$ cat src/rtl/rtype_sequencer_if.sv
// Instruction handshake plus datapath control bundle for rtype_sequencer.
// master = instruction source / datapath side, slave = the sequencer.
interface rtype_sequencer_if;
  logic        instr_valid;
  logic        instr_ready;
  logic [31:0] instr;
  logic [4:0]  rs1_addr;
  logic [4:0]  rs2_addr;
  logic [4:0]  rd_addr;
  logic [3:0]  alu_ctrl;
  logic        reg_we;
  logic        zero_flag;
  logic        done;
  logic        done_zero;
  logic        illegal;

  modport master (
    output instr_valid, instr, zero_flag,
    input  instr_ready, rs1_addr, rs2_addr, rd_addr, alu_ctrl, reg_we, done, done_zero, illegal
  );

  modport slave (
    input  instr_valid, instr, zero_flag,
    output instr_ready, rs1_addr, rs2_addr, rd_addr, alu_ctrl, reg_we, done, done_zero, illegal
  );
endinterface

$ cat src/rtl/rtype_sequencer.sv
// R-type sequencer: IDLE->DECODE->EXEC->WB, done 4 cycles after accept, ready only in IDLE.
// Optional retired/illegal counters under RSEQ_PERF_CNT_EN.
module rtype_sequencer #(
  parameter logic [6:0] OPCODE_R = 7'b0110011,
  parameter int         CNT_W    = 32
) (
  input  logic             clk,
  input  logic             reset,
  rtype_sequencer_if.slave bus,
  output logic [CNT_W-1:0] retired_cnt,
  output logic [CNT_W-1:0] illegal_cnt
);

  typedef enum logic [1:0] {IDLE, DECODE, EXEC, WB} state_t;

  state_t      state_q, state_d;
  logic [31:0] instr_q, instr_d;
  logic [4:0]  rs1_q, rs1_d, rs2_q, rs2_d, rd_q, rd_d;
  logic [3:0]  alu_q, alu_d;
  logic        reg_we_q, reg_we_d;
  logic        done_q, done_d;
  logic        done_zero_q, done_zero_d;
  logic        illegal_q, illegal_d;
  logic        instr_ready_q, instr_ready_d;

  logic        legal;
  logic [3:0]  alu_dec;
  logic [6:0]  funct7;
  logic [2:0]  funct3;

  // funct7[5] selects SUB/SRA; other funct7 bits are screened by the legality check
  always_comb begin
    funct7  = instr_q[31:25];
    funct3  = instr_q[14:12];
    alu_dec = 4'b0010;
    case ({instr_q[30], funct3})
      4'b0_000: alu_dec = 4'b0010;
      4'b1_000: alu_dec = 4'b0110;
      4'b0_001: alu_dec = 4'b1000;
      4'b0_010: alu_dec = 4'b0111;
      4'b0_011: alu_dec = 4'b1011;
      4'b0_100: alu_dec = 4'b0011;
      4'b0_101: alu_dec = 4'b1001;
      4'b1_101: alu_dec = 4'b1010;
      4'b0_110: alu_dec = 4'b0001;
      4'b0_111: alu_dec = 4'b0000;
      default:  alu_dec = 4'b0010;
    endcase
    legal = (instr_q[6:0] == OPCODE_R) &&
            ((funct7 == 7'b0000000) ||
             ((funct7 == 7'b0100000) && ((funct3 == 3'b000) || (funct3 == 3'b101))));
  end

  always_comb begin
    state_d       = state_q;
    instr_d       = instr_q;
    rs1_d         = rs1_q;
    rs2_d         = rs2_q;
    rd_d          = rd_q;
    alu_d         = alu_q;
    reg_we_d      = 1'b0;
    done_d        = 1'b0;
    illegal_d     = 1'b0;
    done_zero_d   = done_zero_q;
    instr_ready_d = instr_ready_q;
    case (state_q)
      IDLE: begin
        if (bus.instr_valid && instr_ready_q) begin
          instr_d       = bus.instr;
          instr_ready_d = 1'b0;
          state_d       = DECODE;
        end
      end
      DECODE: begin
        rs1_d = instr_q[19:15];
        rs2_d = instr_q[24:20];
        rd_d  = instr_q[11:7];
        if (legal) begin
          alu_d   = alu_dec;
          state_d = EXEC;
        end else begin
          illegal_d     = 1'b1;
          instr_ready_d = 1'b1;
          state_d       = IDLE;
        end
      end
      EXEC: begin
        done_zero_d = bus.zero_flag;
        reg_we_d    = (rd_q != 5'd0);
        state_d     = WB;
      end
      WB: begin
        done_d        = 1'b1;
        instr_ready_d = 1'b1;
        state_d       = IDLE;
      end
      default: begin
        instr_ready_d = 1'b1;
        state_d       = IDLE;
      end
    endcase
  end

  always_ff @(posedge clk) begin
    if (reset) begin
      state_q       <= IDLE;
      instr_q       <= '0;
      rs1_q         <= '0;
      rs2_q         <= '0;
      rd_q          <= '0;
      alu_q         <= '0;
      reg_we_q      <= 1'b0;
      done_q        <= 1'b0;
      done_zero_q   <= 1'b0;
      illegal_q     <= 1'b0;
      instr_ready_q <= 1'b1;
    end else begin
      state_q       <= state_d;
      instr_q       <= instr_d;
      rs1_q         <= rs1_d;
      rs2_q         <= rs2_d;
      rd_q          <= rd_d;
      alu_q         <= alu_d;
      reg_we_q      <= reg_we_d;
      done_q        <= done_d;
      done_zero_q   <= done_zero_d;
      illegal_q     <= illegal_d;
      instr_ready_q <= instr_ready_d;
    end
  end

  assign bus.instr_ready = instr_ready_q;
  assign bus.rs1_addr    = rs1_q;
  assign bus.rs2_addr    = rs2_q;
  assign bus.rd_addr     = rd_q;
  assign bus.alu_ctrl    = alu_q;
  assign bus.reg_we      = reg_we_q;
  assign bus.done        = done_q;
  assign bus.done_zero   = done_zero_q;
  assign bus.illegal     = illegal_q;

`ifdef RSEQ_PERF_CNT_EN
  logic [CNT_W-1:0] retired_cnt_q, retired_cnt_d;
  logic [CNT_W-1:0] illegal_cnt_q, illegal_cnt_d;

  // Counted alongside the pulse so the count already includes the event being reported
  always_comb begin
    retired_cnt_d = retired_cnt_q + {{(CNT_W-1){1'b0}}, done_d};
    illegal_cnt_d = illegal_cnt_q + {{(CNT_W-1){1'b0}}, illegal_d};
  end

  always_ff @(posedge clk) begin
    if (reset) begin
      retired_cnt_q <= '0;
      illegal_cnt_q <= '0;
    end else begin
      retired_cnt_q <= retired_cnt_d;
      illegal_cnt_q <= illegal_cnt_d;
    end
  end

  assign retired_cnt = retired_cnt_q;
  assign illegal_cnt = illegal_cnt_q;
`else
  assign retired_cnt = '0;
  assign illegal_cnt = '0;
`endif

endmodule

$ cat src/flat_wrapper.sv
// flat-port wrapper written by rule: the top's interface ports become plain ports
module rtype_sequencer_flat 
#(
  parameter logic [6:0] OPCODE_R = 7'b0110011,
  parameter int         CNT_W    = 32
)
  (clk, reset, retired_cnt, illegal_cnt, bus_instr_valid, bus_instr, bus_zero_flag, bus_instr_ready, bus_rs1_addr, bus_rs2_addr, bus_rd_addr, bus_alu_ctrl, bus_reg_we, bus_done, bus_done_zero, bus_illegal);
  rtype_sequencer_if bus_i ();
  input  logic clk;
  input  logic reset;
  output logic [CNT_W-1:0] retired_cnt;
  output logic [CNT_W-1:0] illegal_cnt;
  input wire logic [$bits(bus_i.instr_valid)-1:0] bus_instr_valid;
  input wire logic [$bits(bus_i.instr)-1:0] bus_instr;
  input wire logic [$bits(bus_i.zero_flag)-1:0] bus_zero_flag;
  output wire logic [$bits(bus_i.instr_ready)-1:0] bus_instr_ready;
  output wire logic [$bits(bus_i.rs1_addr)-1:0] bus_rs1_addr;
  output wire logic [$bits(bus_i.rs2_addr)-1:0] bus_rs2_addr;
  output wire logic [$bits(bus_i.rd_addr)-1:0] bus_rd_addr;
  output wire logic [$bits(bus_i.alu_ctrl)-1:0] bus_alu_ctrl;
  output wire logic [$bits(bus_i.reg_we)-1:0] bus_reg_we;
  output wire logic [$bits(bus_i.done)-1:0] bus_done;
  output wire logic [$bits(bus_i.done_zero)-1:0] bus_done_zero;
  output wire logic [$bits(bus_i.illegal)-1:0] bus_illegal;
  assign bus_i.instr_valid = bus_instr_valid;
  assign bus_i.instr = bus_instr;
  assign bus_i.zero_flag = bus_zero_flag;
  assign bus_instr_ready = bus_i.instr_ready;
  assign bus_rs1_addr = bus_i.rs1_addr;
  assign bus_rs2_addr = bus_i.rs2_addr;
  assign bus_rd_addr = bus_i.rd_addr;
  assign bus_alu_ctrl = bus_i.alu_ctrl;
  assign bus_reg_we = bus_i.reg_we;
  assign bus_done = bus_i.done;
  assign bus_done_zero = bus_i.done_zero;
  assign bus_illegal = bus_i.illegal;
  rtype_sequencer #(.OPCODE_R(OPCODE_R), .CNT_W(CNT_W)) u_core (.clk(clk), .reset(reset), .bus(bus_i), .retired_cnt(retired_cnt), .illegal_cnt(illegal_cnt));
endmodule
$ cat config.mk
export PLATFORM = sky130hd
export DESIGN_NAME = rtype_sequencer_flat
export DESIGN_NICKNAME = d
export VERILOG_FILES = /design/src/rtl/rtype_sequencer_if.sv /design/src/rtl/rtype_sequencer.sv /design/src/flat_wrapper.sv
export SDC_FILE = /design/constraint.sdc
export NUM_CORES = 1
export LEC_CHECK = 0
export BUFFER_PORTS_ARGS = -buffer_cell sky130_fd_sc_hd__buf_4
export CORE_MARGIN = 4
export CORE_UTILIZATION = 35
export CTS_CLUSTER_SIZE = 8
export DETAILED_ROUTE_END_ITERATION = 6
export HOLD_SLACK_MARGIN = 0.03
export MAX_ROUTING_LAYER = met4
export SYNTH_ARGS = -nofsm -noshare
export SYNTH_HDL_FRONTEND = slang
export SYNTH_SLANG_ARGS = --single-unit
$ cat constraint.sdc
create_clock -name clk -period 3 [get_ports clk]
set_clock_uncertainty 0.15 [all_clocks]
set_input_delay 0.45 -clock clk [delete_from_list [all_inputs] [get_ports clk]]
set_output_delay 0.45 -clock clk [all_outputs]
set_load 0.01 [all_outputs]
* Word-level counts from Yosys, hierarchy flattened
Memory sizes are Yosys's and may differ from the RTL's. A register that Yosys moved wholly into a read port is not among the register bits.
Cells that the tools add are included.
** Storage, ports and cells
- Bits in registers :: 54
- Latch bits :: 0
- Bits in writable memories :: 0
- ROM bits :: 64
- Input port bits :: 36
- Logic and storage cells :: 44
- Memories :: 1
** Memories
- (name not given) :: words 16, bits a word 4, read ports 1, clocked after Yosys merged registers in 1, write ports 0, RTL line rtype_sequencer.sv:36 : case ({instr_q[30], funct3})
** Cells by class
- $add $sub $neg :: 0
- $mul :: 0
- Div/mod/pow operators :: 0
- Order comparisons :: 0
- Eq/ne operators :: 8
- Shift-type cells :: 0
- Multiplexer cells :: 8
- Bitwise operators :: 2
- Reductions and logical operators :: 15
** Operators with widths (count)
- $eq 7x6->1 const B :: 2
- $pmux 2 s4 :: 1
- $logic_not 7->1 :: 1
- $reduce_bool 5->1 :: 1
- $eq 2x2->1 const B :: 2
- $mux 1 :: 4
- $mux 2 :: 2
- $reduce_and 2->1 :: 2
- $reduce_or 2->1 :: 2
- $eq 3x3->1 const B :: 1
- $logic_and 1x1->1 :: 3
- $logic_not 3->1 :: 1
- $pmux 1 s3 :: 1
- $reduce_and 3->1 :: 1
- $reduce_bool 3->1 :: 1
- $eq 2x1->1 const B :: 1
- $logic_not 2->1 :: 1
- $logic_or 1x1->1 :: 2
- $ne 2x1->1 const B :: 1
- $ne 2x2->1 const B :: 1
- $not 1->1 :: 2

* Logic depth before layout (Yosys ltp)
- Depth in word-level cells :: 7
- Gate-level depth with buffers :: 6
- Mapped depth without buffers :: 4

* Worst setup path before layout
No wires, ideal clock.
- Path kind :: flip-flop to flip-flop
- Start :: reg u_core.instr_q[25]
- End :: reg u_core.instr_ready_q (netlist: u_core.bus.instr_ready)
- Data arrival time :: 1.366 ns
- Required time :: 2.736 ns
- Path slack :: 1.370 ns
- Cell stages (with the launch flop) :: 5
- Path buffers :: 0
- Clock period less this slack :: 1.630 ns
- Cells stage by stage :: dfxtp_1 -> nor4_2 -> nand4bb_1 -> or4_1 -> a21o_1
** On the way
- Cells in the longest elaborated chain, start to end :: 6
** Ends and longest elaborated chain
- start, declared :: RTL line rtype_sequencer.sv:17 : logic [31:0] instr_q, instr_d;
- start signal, assigned :: RTL line rtype_sequencer.sv:119 : instr_q <= instr_d;
- $eq 7x6->1 :: RTL line rtype_sequencer.sv:51 : ((funct7 == 7'b0100000) && ((funct3 == 3'b000) || (funct3 == 3'b101))));
- $logic_and 1x1->1 :: RTL line rtype_sequencer.sv:51
- $logic_or 1x1->1 (*) :: RTL line rtype_sequencer.sv:50 : ((funct7 == 7'b0000000) ||
- $logic_and 1x1->1 (*) :: RTL line rtype_sequencer.sv:49 : legal = (instr_q[6:0] == OPCODE_R) &&
- $ne 2x2->1 (no line) (*)
- $reduce_and 3->1 (no line) (*)
- end signal, assigned :: RTL line rtype_sequencer.sv:128 : instr_ready_q <= instr_ready_d;
- end, declared :: RTL line rtype_sequencer.sv:24 : logic instr_ready_q, instr_ready_d;
Every way passes the cells marked *; elsewhere a longest branch is shown, timed or not.
A chain may end at the register's enable or synchronous reset.

* Worst setup path after layout
- Start :: reg u_core.state_q[0]
- End :: reg u_core.alu_q[3] (netlist: u_core.bus.alu_ctrl[3])
** On the way
- Cells in the longest elaborated chain, start to end :: 2
** Ends and longest elaborated chain
- start, declared :: RTL line rtype_sequencer.sv:16 : state_t state_q, state_d;
- start signal, assigned :: RTL line rtype_sequencer.sv:118 : state_q <= state_d;
- $eq 2x1->1 :: RTL line rtype_sequencer.sv:66 : case (state_q)
- $reduce_and 2->1 (no line)
- end, declared :: RTL line rtype_sequencer.sv:19 : logic [3:0] alu_q, alu_d;
No other way between the ends.

==> impl_results.md <==
- Layout area overhead: 18.2%
- P per Cell Area: 577 mW/mm2
- Total gr overflow: 0
- Sw Share: 0.248
- Area of the multi-input gates: 0.00118 mm2
- EDFF count, synth: 0
- Critical Path AT: 1.91 ns
- Final Cycle Share: 0.600
- Worst vdd ir: 204 uV
- Sequential fraction of the synthesis area: 0.436
- Port Buffers: 59
- Pwr Total: 1.82 mW
- Slew HR: 0.475
- First-pass GRT wire length: 8510 um
- Worst hold path class: in2reg
- WL/cell: 11.3 um
- DRC errors left: 0
- Int Power: 1.37 mW
- Core Region: 0.00733 mm2
- CP Class: reg2reg
- First DRT Iteration DRCs: 42
- HP Start: bus_zero_flag
- Post-Synth Simple-Gate Area: 0.208
- Gate power share: 0.110
- Fmax: 0.556 GHz
- Synth Instances: 337
- Hold buffer count at cts: 0
- Post-route ant nets: 0
- GRT Overall Usage: 0.128
- Cell taking the most area after synthesis: dfxtp_1
- Req. time, crit path: 3.11 ns
- Root buf cell: clkbuf_8
- Reg-to-Reg Start: u_core.state_q[0]$_SDFFE_PP0P_
- CTS tree: done
- Post-synth top cells: 98 x nand2_1, 64 x buf_4, 58 x dfxtp_1
- Syn. warnings: 0
- Setup TNS: 0 ns
- Max incr delay on CP: 0.47 ns
- Sequential power share: 0.457
- Initial antenna violation count: 0
- Routability congestion estimate from global placement: 0.742
- Compound-Gate Fraction of Synth Area: 0.122
- Xor/xnor share of the synthesized area: 0.00658
- Clk slew on worst S/H paths: 0.06 ns
- R2r endpoint: u_core.bus.alu_ctrl[3]$_SDFFE_PP0P_
- Clock share of power: 0.433
- Clock tree sinks: 58
- Final min period: 1.80 ns
- Vias in the first global route: 1765
- Critical-path cell list: nand2b_1, nor3_2, mux2i_1
- Setup Viol. Count Final: 0
- Die height: 95.2 um
- Startpoint types: flip-flop
- FF-to-FF setup slack: 1.20 ns
- Fillers: 812
- Status: complete, no violations
- Vias per cell: 4.13
- Pins over their slew limit: 0
- Setup Fix Bufs, Post-CTS: 0
- Skew-Pair Late Insertion Delay: 0.34 ns
- Post-synth top area share: 0.436
- FP Rows: 31
- Share of cells above drive strength 1: 0.203
- Synth Area in Adders: 0
- Hold Crit Depth: 3
- Routed vias: 2038
- Number of synthesized register bits: 58
- Largest net degree at the start of global routing: 61
- Mux cell area share after synthesis: 0.0150
- Detail Placement HPWL: 3880 um
- Most common cell in the netlist: nand2_1
- Leakage Power: 1.34 nW
- Drt first pass iters: 5
- Ys flop type: dfxtp_1
- H-tree levels: 3
- DIE AREA: 0.00906 mm2
- N_diodes: 0
- Slew @ Worst Pin: 0.787 ns
- Hold path endpoint: u_core.bus.done_zero$_SDFFE_PP0P_
- Main area contributors after synthesis: dfxtp_1 44%, buf_4 18%, nand2_1 14%, a21oi_1 10%, mux2i_1 1.5%
- Reg2Reg Depth: 3
- Avg Inst Size Synth: 7.90 um2
- Total CTS buffers: 9
- Die width: 95.2 um
- Register area: 0.00116 mm2
- Final wirelength: 5560 um
- Nets: 426
- Final hold violations: 0
- Count of cell types in the netlist: 28
- Endpoint class of the critical path: flip-flop
- RSZ-0062 raised after global routing: no
- Hold_ws: 0.204 ns
- Critical path's slowest cell: nand2b_1
- Starting Density: 0.363
- CTS resizes: 0
- Largest family of logic cells by synthesized area: buffers and inverters
- Number of max-cap violations: 0
- Net Sw Power: 0.450 mW
- Maximum net fanout on the critical path: 19
- Clock Path Buffers: 2
- Ys async rst share: 0
- Netlist Area Pre-Place: 0.00266 mm2
- Top Ports: 124
area by class of cell:
cell class	count	share of cell area
Multi-Input combinational cell	259	0.374
Sequential cell	58	0.369
Timing Repair Buffer	62	0.148
Clock buffer	11	0.0449
Tap cell	99	0.0394
Clock inverter	5	0.0247
placed cells by master, fill, tap and decap left out, drive strengths merged, types with 2 or more instances in the layout:
cell type,n
a211oi,2
a21o,2
a21oi,53
and4bb,2
buf,62
bufinv,2
clkbuf,11
clkinv,2
conb,64
dfxtp,58
mux2i,4
nand2,98
nand2b,4
nand3,3
nor2,8
nor2b,2
nor3,6
o31ai,2
xnor2,2
cells by family (layout without fill, tap and decap cells):
| logic type | after synthesis | in the layout |
|---|---|---|
| AOI/OAI and AO/OA | 61 | 61 |
| xor gates and xnor gates | 2 | 2 |
| buffers and inverters | 83 | 78 |
| DFF | 58 | 58 |
| muxes | 4 | 4 |
| other | 1 | 64 |
| and+or+nand+nor | 128 | 128 |
critical path: cells and delay by family, from the launching register on:
family | cells | cell delay (ns)
flip-flops | 1 | 0.45
AND/OR/NAND/NOR | 2 | 0.92
multiplexers | 1 | 0.21
metrics by stage:
stage | cells | setup slack (ns) | area (um2) | util
finish | 494 | 1.20 | 3150 | 0.429
global route | 494 | 1.01 | 3150 | 0.429
CTS | 494 | 1.17 | 3150 | 0.429
detailed placement | 478 | 1.20 | 2930 | 0.399
global placement | 478 | 1.29 | 2930 | 0.399
floorplan | 400 | 1.37 | 2900 | -
routing by layer:
metal	share of wire	track usage	up-vias
met2	0.46	0.184	81
li1	-	-	1070
met3	0.079	0.0426	7
met1	0.45	0.160	880
met5	0	-	-
met4	0.011	0.0613	0
power groups by stage:
| stage | sequential [mW] | clock (mW) | combinational, mW |
|---|---|---|---|
| final | 0.830 | 0.786 | 0.200 |
| after global placement | 0.845 | 0 | 0.198 |
| after CTS | 0.829 | 0.813 | 0.200 |
| after detailed placement | 0.846 | 0 | 0.200 |
| after global routing | 0.834 | 0.852 | 0.227 |
| after floorplan | 0.841 | 0 | 0.198 |
worst max path at each step:
stage	start	endpoint	slack, ns	cells past startpoint
floorplan	u_core.instr_q[25]$_SDFFE_PP0P_	u_core.bus.instr_ready$_SDFFE_PP1P_	1.37	4
global placement	flip-flop	u_core.bus.alu_ctrl[0]$_SDFFE_PP0P_	1.29	3
detailed placement	u_core.state_q[0]$_SDFFE_PP0P_	u_core.bus.alu_ctrl[0]$_SDFFE_PP0P_	1.20	3
CTS	u_core.state_q[0]$_SDFFE_PP0P_	u_core.bus.alu_ctrl[3]$_SDFFE_PP0P_	1.17	3
global route	u_core.state_q[0]$_SDFFE_PP0P_	u_core.bus.alu_ctrl[1]$_SDFFE_PP0P_	1.01	3
finish	u_core.state_q[0]$_SDFFE_PP0P_	u_core.bus.alu_ctrl[3]$_SDFFE_PP0P_	1.20	3
registers in the layout, summed over array words and instances (netlist names), named ones only:
signal                  flops
u_core.bus.done             1
u_core.bus.instr_ready      1
u_core.bus.reg_we           1
u_core.instr_q             32
u_core.bus.done_zero        1
u_core.bus.alu_ctrl         4
u_core.bus.rd_addr          5
u_core.state_q              1
u_core.bus.illegal          1
u_core.bus.rs2_addr         5
u_core.bus.rs1_addr         5
Power figures use the tool's default switching activity.
